--- src/rtl/vigenere_pkg.sv ---
`default_nettype none
// ============================================================================
//  Module      : vigenere_pkg
//  Description : ASCII constants and letter/shift helper functions shared by
//                the Vigenere cipher datapath.
//  Revision    : 1.0 - initial release
// ============================================================================
package vigenere_pkg;

    localparam logic [7:0] ASCII_UC_A  = 8'h41;
    localparam logic [7:0] ASCII_UC_Z  = 8'h5A;
    localparam logic [7:0] ASCII_LC_A  = 8'h61;
    localparam logic [7:0] ASCII_LC_Z  = 8'h7A;
    localparam logic [7:0] ASCII_SPACE = 8'h20;

    localparam logic [5:0] ALPHA_LEN   = 6'd26;

    function automatic logic is_upper(input logic [7:0] c);
        return (c >= ASCII_UC_A) && (c <= ASCII_UC_Z);
    endfunction

    function automatic logic is_lower(input logic [7:0] c);
        return (c >= ASCII_LC_A) && (c <= ASCII_LC_Z);
    endfunction

    // 'A'/'a' both have 5'b00001 in their low bits, so for any letter the
    // alphabet position is simply low5 - 1, independent of case.
    function automatic logic [4:0] key_shift(input logic [7:0] k);
        if (is_upper(k) || is_lower(k)) begin
            return k[4:0] - 5'd1;
        end
        return 5'd0;
    endfunction

endpackage : vigenere_pkg
`default_nettype wire

--- src/rtl/vigenere_char_shift.sv ---
`default_nettype none
// ============================================================================
//  Module      : vigenere_char_shift
//  Description : Combinational Caesar shift of one ASCII character by 0..25,
//                case preserving; non-letters pass through unchanged.
//                Optional macro VIGENERE_DECRYPT_EN adds a decrypt input that
//                applies the inverse shift.
//  Revision    : 1.0 - initial release
// ============================================================================
module vigenere_char_shift
    import vigenere_pkg::*;
(
    input  logic [7:0] char_in,
    input  logic [4:0] shift,
`ifdef VIGENERE_DECRYPT_EN
    input  logic       decrypt,
`endif
    output logic [7:0] char_out
);

    logic       letter;
    logic [7:0] base;
    logic [4:0] offset;
    logic [5:0] sum;
    logic [5:0] wrapped;

    // Rotate the alphabet position and rebuild the character in its own case.
    always_comb begin
        letter  = is_upper(char_in) || is_lower(char_in);
        base    = is_upper(char_in) ? ASCII_UC_A : ASCII_LC_A;
        // Both bases end in 5'b00001, so position = low5 - 1 for either case.
        offset  = char_in[4:0] - 5'd1;
`ifdef VIGENERE_DECRYPT_EN
        if (decrypt) begin
            // Adding 26 - s keeps the sum non-negative (max 25 + 26 = 51).
            sum = {1'b0, offset} + (ALPHA_LEN - {1'b0, shift});
        end else begin
            sum = {1'b0, offset} + {1'b0, shift};
        end
`else
        sum     = {1'b0, offset} + {1'b0, shift};
`endif
        // Sum never reaches 52, so one conditional subtract is a full mod 26.
        wrapped  = (sum >= ALPHA_LEN) ? (sum - ALPHA_LEN) : sum;
        char_out = letter ? (base + {2'b00, wrapped}) : char_in;
    end

endmodule : vigenere_char_shift
`default_nettype wire

--- src/rtl/vigenere_cipher.sv ---
`default_nettype none
// ============================================================================
//  Module      : vigenere_cipher
//  Description : Vigenere encryptor for one ASCII character. Holds a key-index
//                counter advanced by rising edges of a slow asynchronous
//                strobe (2-flop synchronizer + edge detect). The ciphertext
//                output is combinational from char_in, key_arr and the index.
//                Optional macro VIGENERE_DECRYPT_EN adds a decrypt input.
//  Revision    : 1.0 - initial release
// ============================================================================
module vigenere_cipher
    import vigenere_pkg::*;
#(
    parameter  int KEY_LEN = 4,
    localparam int IDX_W   = $clog2(KEY_LEN)
) (
    input  logic                 clk,
    input  logic                 reset,
    input  logic                 keyboard_clk,
    input  logic [8*KEY_LEN-1:0] key_arr,
    input  logic [7:0]           char_in,
`ifdef VIGENERE_DECRYPT_EN
    input  logic                 decrypt,
`endif
    output logic [7:0]           char_out,
    output logic [IDX_W-1:0]     IDX_out
);

    logic             sync1_q, sync1_d;
    logic             sync2_q, sync2_d;
    logic             prev_q,  prev_d;
    logic [IDX_W-1:0] idx_q,   idx_d;
    logic             strobe_rise;
    logic [7:0]       key_byte;
    logic [4:0]       shift;

    // Synchronizer chain, edge-detect history and wrapping index counter.
    always_comb begin
        sync1_d     = keyboard_clk;
        sync2_d     = sync1_q;
        prev_d      = sync2_q;
        strobe_rise = sync2_q && !prev_q;
        idx_d       = idx_q;
        if (strobe_rise) begin
            idx_d = (idx_q == IDX_W'(KEY_LEN - 1)) ? '0 : (idx_q + IDX_W'(1));
        end
    end

    // State registers; an active-low reset overrides any pending edge.
    always_ff @(posedge clk) begin
        if (!reset) begin
            sync1_q <= 1'b0;
            sync2_q <= 1'b0;
            prev_q  <= 1'b0;
            idx_q   <= '0;
        end else begin
            sync1_q <= sync1_d;
            sync2_q <= sync2_d;
            prev_q  <= prev_d;
            idx_q   <= idx_d;
        end
    end

    // Select the active key byte and convert it to a shift amount.
    always_comb begin
        key_byte = key_arr[{idx_q, 3'b000} +: 8];
        shift    = key_shift(key_byte);
    end

    vigenere_char_shift u_char_shift (
        .char_in  (char_in),
        .shift    (shift),
`ifdef VIGENERE_DECRYPT_EN
        .decrypt  (decrypt),
`endif
        .char_out (char_out)
    );

    assign IDX_out = idx_q;

endmodule : vigenere_cipher
`default_nettype wire

--- config.mk ---
export PLATFORM = sky130hd
export DESIGN_NAME = vigenere_cipher
export DESIGN_NICKNAME = d
export VERILOG_FILES = /design/src/rtl/vigenere_pkg.sv /design/src/rtl/vigenere_char_shift.sv /design/src/rtl/vigenere_cipher.sv
export SDC_FILE = /design/constraint.sdc
export NUM_CORES = 1
export LEC_CHECK = 0
export CAP_MARGIN = 20
export CORE_ASPECT_RATIO = 1.75
export CORE_MARGIN = 3
export CORE_UTILIZATION = 40
export DETAILED_ROUTE_END_ITERATION = 8
export HOLD_SLACK_MARGIN = 0.1
export PLACE_DENSITY = 0.78
export SETUP_SLACK_MARGIN = 0.02
export SYNTH_ARGS = -nofsm -noshare
export SYNTH_HDL_FRONTEND = slang
export SYNTH_SLANG_ARGS = --single-unit
--- constraint.sdc ---
create_clock -name clk -period 7.7 [get_ports clk]
set_clock_uncertainty 0.2 [all_clocks]
set_input_delay 1.925 -clock clk [delete_from_list [all_inputs] [get_ports clk]]
set_output_delay 1.925 -clock clk [all_outputs]
set_load 0.1 [all_outputs]
==> results.toml, run 1 <==
[placement]
finalWeightedCongestion = 0.827
placedInstanceArea_um2 = 2290
io_buffers = 52
hpwlAfterDp_um = 3970

[sta]
least_margin_pin_slew_ns = 0.964
max_clock_freq_mhz = 122
timing.final.hold_violations = 0
total_neg_setup_slack_ns = -2.59
final_period_util_pct = 106
final.min_clock_period_ns = 8.16
finalSetupViolations = 7
worst_slew_margin_rel_pct = 35.5
grt_setup_unrepaired = "yes"
maxSlewViolCount = 0
fin_ws_ns = -0.464

[power_and_ir_drop]
net-switching-power_uw = 215
ir_drop_uv = 176
seq_power_share_pct = 6.5
power_density_nw_per_um2 = 170
power_uw = 447
power_frac_clock_pct = 12.0
power_switching_share_pct = 48.2
p_comb_share_pct = 81.6
cellLeakagePower_uw = 0.00117
intPower_uw = 232

[die]
start_util_pct = 43.2
die_x_um = 49.2
die_y_um = 81.6
num_rows = 26
pin_count = 53
floorplan.core_area_um2 = 3030
dieArea_um2 = 4020

[final_layout]
final_layout_size_suffix_gt1_share_pct = 45.2
multiInputGateArea_um2 = 1490
filler_cell_count = 158
finish.utilization_pct = 87.0
area_growth_pct = 101
footprint_of_the_flip_flops_and_latches_um2 = 100
finish.instance_area_um2 = 2630
antenna_cells = 0
layout.nets = 319

[global_route]
first_pass_grt_wire_length_um = 8540
globalRouteOverflowTotal = 0
grt_antenna_before_repair = 0
grtUsageTotal_pct = 27.8
maximum_number_of_pins_on_one_net_before_global_route_repair = 14
vias_in_the_first_global_route = 1859

[clock_tree]
cts-hold-fix-buffers = 0
tritoncts_num_sinks = 5
clock_tree.buffer_depth = 2
ctsHtreeMaxLevel = 1
cts-root-buf = "sky130_fd_sc_hd__clkbuf_8"
clock_latency_reported_for_the_late_side_of_the_worst_skew_pair_ns = 0.23
cts_inserted_buffers = 3
cts_tree = "yes"
cts_clock_pin_slew_for_the_worst_setup_and_hold_paths_ns = 0.04

[drt]
detailedRoute.firstPassIterationCount = 4
wl_um = 6210
vias = 1813
drt-initial-drc-count = 69
drc = 0
ant_nets = 0
wire_per_inst_um = 20.6
detail_route.vias_per_cell = 6.02

[synth]
ys_ff_latch = 5
syn-num-nets = 227
top_ff_cell_synth = "sky130_fd_sc_hd__dfxtp_1"
async_flop_share_pct = 0
synth.most_common_cell = "sky130_fd_sc_hd__nor2_1"
synth_commonest_cells = "sky130_fd_sc_hd__nor2_1, sky130_fd_sc_hd__ha_1, sky130_fd_sc_hd__nand2_1, sky130_fd_sc_hd__a21oi_1, sky130_fd_sc_hd__inv_1"
syn-cell-area_um2 = 1310
synth-seq-area-share_pct = 7.66
post-synth-top-area-fraction_pct = 14.4
postSynthCellCount = 168
synth_cell_types = 46
avgSynthCellArea_um2 = 7.78
synth_largest_area_cell = "sky130_fd_sc_hd__ha_1"
synth-warning-count = 0
count_of_flip_flops_with_a_built_in_enable_after_synthesis = 0
yosys-top-cells-area = "sky130_fd_sc_hd__ha_1, sky130_fd_sc_hd__mux4_2, sky130_fd_sc_hd__dfxtp_1, sky130_fd_sc_hd__nor2_1, sky130_fd_sc_hd__xor2_1"

[min_path]
worstHoldPathCells = 1
whs_endpoint = "prev_d$_SDFF_PN0_"
min_from = "sync1_q$_SDFF_PN0_"
holdCritPathClass = "reg -> reg"

[worst_setup_path]
regToRegEndpoint = "IDX_out[1]$_SDFFE_PN0P_"
cp-end-kind = "primary output"
largest_fanout_of_any_net_on_the_critical_path = 5
worst_r2r_startpoint = "IDX_out[0]$_SDFFE_PN0P_"
worst_setup_path_startpoint = "key_arr[22]"
setup.worst_path.class = "in -> out"
required_ns = 5.58
timing.reg2reg.worst_path_depth = 3
critical_path.startpoint_type = "input port"
r2r_setup_slack_ns = 6.08
worst-endpoint-arrival_ns = 6.04

[status]
run_status = "finished, violations left"
violated_checks = "setup timing"

[flow_run]
cap_violations = 0
==> metal layers <==
layer / share of wire [%] / global-route usage, % / vias to the layer above
met3: 5.7 / 4.54 / 32
met2: 58 / 60.1 / 113
met1: 32 / 23.3 / 869
met5: 0 / 0 / -
met4: 4.3 / 13.1 / 0
li1: - / - / 799
==> what timing repair did <==
action / 4_1_cts / 5_1_grt
setup endpoints to repair: 7 / 7
pin swaps: 18 / 20
endpoints found under the hold margin: 0 / 0
setup buffers: 9 / 3
resized for setup: 57 / 32
==> state kept, by name (all words and copies together) (netlist names) <==
signal	flops
prev_q	1
IDX_out	2
prev_d	1
sync1_q	1
==> how the worst max path moves through the flow <==
stage,end,slack (ns),cells past startpoint
6_report,char_out[6],-0.46,19
3_3_place_gp,char_out[5],-0.58,21
5_1_grt,char_out[5],-0.59,24
4_1_cts,char_out[6],-0.31,21
3_5_place_dp,char_out[5],-0.77,21
2_1_floorplan,char_out[4],-0.40,18
==> placed cells by master, fill, tap and decap left out, types with 6 or more instances in the layout <==
cell type,count
sky130_fd_sc_hd__a21oi_1,6
sky130_fd_sc_hd__buf_12,7
sky130_fd_sc_hd__buf_4,36
sky130_fd_sc_hd__buf_6,10
sky130_fd_sc_hd__clkdlybuf4s50_1,23
sky130_fd_sc_hd__ha_1,9
sky130_fd_sc_hd__inv_1,6
sky130_fd_sc_hd__mux4_2,6
sky130_fd_sc_hd__nand2_1,9
sky130_fd_sc_hd__nor2_1,15
==> critical path, stage by stage <==
cell and delay (ns):
sky130_fd_sc_hd__clkdlybuf4s50_1 0.47, sky130_fd_sc_hd__nor2b_2 0.17, sky130_fd_sc_hd__a221oi_1 0.10, sky130_fd_sc_hd__a21oi_1 0.29, sky130_fd_sc_hd__o211ai_1 0.17, sky130_fd_sc_hd__buf_4 0.20, sky130_fd_sc_hd__nor2_4 0.11, sky130_fd_sc_hd__ha_4 0.14
sky130_fd_sc_hd__inv_2 0.04, sky130_fd_sc_hd__fa_2 0.40, sky130_fd_sc_hd__xor2_4 0.28, sky130_fd_sc_hd__buf_4 0.18, sky130_fd_sc_hd__a21oi_1 0.07, sky130_fd_sc_hd__mux2_2 0.27, sky130_fd_sc_hd__o311a_1 0.39, sky130_fd_sc_hd__nor3_4 0.30
sky130_fd_sc_hd__buf_4 0.17, sky130_fd_sc_hd__o311a_4 0.19, sky130_fd_sc_hd__buf_12 0.17
==> metrics by stage <==
| step | hold WS [ns] | cells | worst slack (ns) |
|---|---|---|---|
| 4_1_cts | 0.258 | 298 | -0.311 |
| 5_1_grt | 0.295 | 301 | -0.586 |
| 6_report | 0.271 | 301 | -0.464 |
| 2_1_floorplan | 0.212 | 168 | -0.398 |
| 3_3_place_gp | 0.214 | 285 | -0.576 |
| 3_5_place_dp | 0.254 | 285 | -0.772 |
==> cell type report <==
type / instances / area share (%)
multi-input combinational: 148 / 56.5
inverter: 9 / 1.47
sequential: 5 / 3.80
clock buffer: 4 / 1.71
tap: 42 / 2.00
timing repair buffer: 93 / 34.6
==> power by group through the flow <==
stage          Sequential, uW  Combinational (uW)  Clock (uW)
6_report                 29.0                 365        53.4
3_5_place_dp             29.3                 301           0
4_1_cts                  28.9                 333        50.4
3_3_place_gp             29.1                 290           0
2_1_floorplan            30.2                 186           0
5_1_grt                  29.1                 382        55.5
==> kinds of logic (layout without fill, tap and decap cells) <==
logic type,after synthesis,after routing,synth area share [%]
AND/OR/NAND/NOR,68,68,26.2
AO/OA/AOI/OAI,39,39,21.0
adder cells (fa/ha/maj),16,16,15.9
buffers and inverters,15,106,4.40
multiplexers,13,13,16.3
XOR/XNOR,12,12,8.61
flip-flops,5,5,7.66
No activity file was read; power rests on OpenSTA's default activity.
==> run 2: changes to the inputs <==
--- a/config.mk
+++ b/config.mk
@@ -5,9 +5,8 @@
 export SDC_FILE = /design/constraint.sdc
 export NUM_CORES = 1
 export LEC_CHECK = 0
-export CAP_MARGIN = 20
 export CORE_ASPECT_RATIO = 1.75
-export CORE_MARGIN = 3
+export CORE_MARGIN = 8
 export CORE_UTILIZATION = 40
 export DETAILED_ROUTE_END_ITERATION = 8
 export HOLD_SLACK_MARGIN = 0.1
==> results.toml, run 2 (synthesized netlist as in run 1, its figures left out) <==
[sta]
finalSetupViolations = 7
final.hold.worst_slack_ns = 0.272
final_period_util_pct = 107
worst_slew_margin_rel_pct = 33.4
grt_setup_unrepaired = "yes"
max_clock_freq_mhz = 121
maxSlewViolCount = 0
least_margin_pin_slew_ns = 0.995
fin_ws_ns = -0.553
final.min_clock_period_ns = 8.25
timing.final.hold_violations = 0

[clock_tree]
clock_latency_reported_for_the_late_side_of_the_worst_skew_pair_ns = 0.23
cts-root-buf = "sky130_fd_sc_hd__clkbuf_8"
tritoncts_num_sinks = 5
ctsHtreeMaxLevel = 1
cts_clock_pin_slew_for_the_worst_setup_and_hold_paths_ns = 0.04
clock_tree.buffer_depth = 2
cts_inserted_buffers = 3
cts-hold-fix-buffers = 0
cts_tree = "yes"

[placement]
hpwlAfterDp_um = 4140
placedInstanceArea_um2 = 2290
io_buffers = 52
finalWeightedCongestion = 0.815
pre_cts_ws_ns = -0.698

[worst_setup_path]
worst_setup_path_startpoint = "key_arr[11]"
critical_path.most_common_cell = "sky130_fd_sc_hd__buf_4"
critical_path.startpoint_type = "input port"
critPathSlowestCell = "sky130_fd_sc_hd__mux4_2"
worstSetupEndpoint = "char_out[6]"
r2r_setup_slack_ns = 6.04
critical_path.top_delay_family = "compound AO/OA/AOI/OAI gates"
regToRegEndpoint = "IDX_out[1]$_SDFFE_PN0P_"
critPathMaxStageDelay_ns = 0.54
required_ns = 5.58
path_depth = 18
cp_cell_sequence = "clkdlybuf4s50_1, mux4_2, nor3b_4, nand2_1, o211ai_1, buf_4, nor2_1, ha_1, buf_4, nor2b_1, a2bb2oi_4, o21bai_4, a221o_2, xnor2_2, ha_4, nand2_2, o311a_4, buf_12"
setup.worst_path.class = "in -> out"
timing.reg2reg.worst_path_depth = 3
worst-endpoint-arrival_ns = 6.13
cp-end-kind = "primary output"
path_buf_inv = 4
largest_fanout_of_any_net_on_the_critical_path = 5
worst_r2r_startpoint = "IDX_out[0]$_SDFFE_PN0P_"

[drt]
wire_per_inst_um = 25.5
drc = 0
vias = 1961
wl_um = 8090
detailedRoute.firstPassIterationCount = 4
ant_nets = 0
drt-initial-drc-count = 133
detail_route.vias_per_cell = 6.19

[global_route]
globalRouteMet3Util_pct = 4.62
maximum_number_of_pins_on_one_net_before_global_route_repair = 14
grtUsageTotal_pct = 22.5
grt_busiest_layer = "met2"
grt_antenna_before_repair = 2
grt_use_met1_pct = 19.3
vias_in_the_first_global_route = 2088
globalRouteOverflowTotal = 0
first_pass_grt_wire_length_um = 9650
grt_use_met2_pct = 43.7

[status]
violated_checks = "setup timing"
run_status = "finished, violations left"

[power_and_ir_drop]
ir_drop_uv = 170
power_density_nw_per_um2 = 185
cellLeakagePower_uw = 0.00122
power_uw = 532

[die]
die_y_um = 91.6
dieArea_um2 = 5430
num_rows = 27
pin_count = 53
floorplan.core_area_um2 = 3140
die_x_um = 59.2
start_util_pct = 41.6

[final_layout]
largest_register_ffs = 2
layout_common_cells = "sky130_fd_sc_hd__buf_4, sky130_fd_sc_hd__clkdlybuf4s50_1, sky130_fd_sc_hd__buf_6"
finish.utilization_pct = 91.3
layout.nets = 332
finish.instance_area_um2 = 2870
area_growth_pct = 119
final_layout_size_suffix_gt1_share_pct = 52.2
most_common_cell_after_layout_fill_and_taps_aside = "sky130_fd_sc_hd__buf_4"

[min_path]
holdCritPathClass = "reg -> reg"

[flow_run]
cap_violations = 0
run 2: changes by cell type in the layout (fill, tap and decap cells not counted), sizes merged:
cell,delta
dlygate4sd2,+5
clkdlybuf4s15,-2
diode,+2
dlymetal6s2s,-3
clkbuf,-4
buf,+17
run 2: area by class of cell:
type / count / area [um^2]
inverter: 9 / 38.8
sequential: 5 / 100
tap: 43 / 53.8
antenna: 2 / 5.00
timing repair buffer: 106 / 1010
multi-input combinational: 148 / 1620
fill: 121 / 273
clock buffer: 4 / 45.0
run 2: where the power goes:
part	switching, uW	internal (uW)
Combinational	242	212
Clock	13.5	35.6
Sequential	1.93	27.0
run 2: what timing repair did:
| item | 4_1_cts | 5_1_grt |
|---|---|---|
| endpoints found under the setup margin | 7 | 7 |
| buffers inserted | 15 | 10 |
| resized for setup | 72 | 40 |
| pin swaps | 27 | 22 |
run 2: worst register-to-register path, delay by kind of cell (launching register included):
kind                     cells  cell delay, ns
AND/OR/NAND/NOR              1            0.10
adder cells (fa/ha/maj)      1            0.35
flip-flops                   1            0.69
multiplexers                 1            0.19
run 2: metrics by stage:
stage	cells	TNS, ns
2_1_floorplan	168	-0.636
3_3_place_gp	286	-2.61
5_1_grt	317	-3.65
4_1_cts	305	-1.23
6_report	317	-3.09
3_5_place_dp	286	-4.08
run 2: routing by layer:
metal  wire length (um)  share of wire [%]
met2               4410                 55
met1               2620                 32
met3                449                5.6
met5                  0                  0
met4                610                7.5
run 2: how the worst min path moves through the flow:
stage | slack, ns | end | cells after the start | startpoint
after floorplan | 0.21 | prev_d$_SDFF_PN0_ | 1 | sync1_q$_SDFF_PN0_
after global placement | 0.22 | prev_d$_SDFF_PN0_ | 1 | sync1_q$_SDFF_PN0_
after detailed placement | 0.26 | prev_d$_SDFF_PN0_ | 1 | sync1_q$_SDFF_PN0_
after CTS | 0.27 | prev_d$_SDFF_PN0_ | 1 | sync1_q$_SDFF_PN0_
after global routing | 0.28 | prev_d$_SDFF_PN0_ | 1 | sync1_q$_SDFF_PN0_
final | 0.27 | prev_d$_SDFF_PN0_ | 1 | sync1_q$_SDFF_PN0_
==> run 3: changes to the inputs <==
--- a/config.mk
+++ b/config.mk
@@ -8,7 +8,9 @@
 export CORE_ASPECT_RATIO = 1.75
 export CORE_MARGIN = 8
 export CORE_UTILIZATION = 40
+export CTS_CLUSTER_SIZE = 30
 export DETAILED_ROUTE_END_ITERATION = 8
+export GPL_ROUTABILITY_DRIVEN = 0
 export HOLD_SLACK_MARGIN = 0.1
 export PLACE_DENSITY = 0.78
 export SETUP_SLACK_MARGIN = 0.02
==> results of run 3 <==
No change in the layout: final DEF, timing and power equal those of run 2.
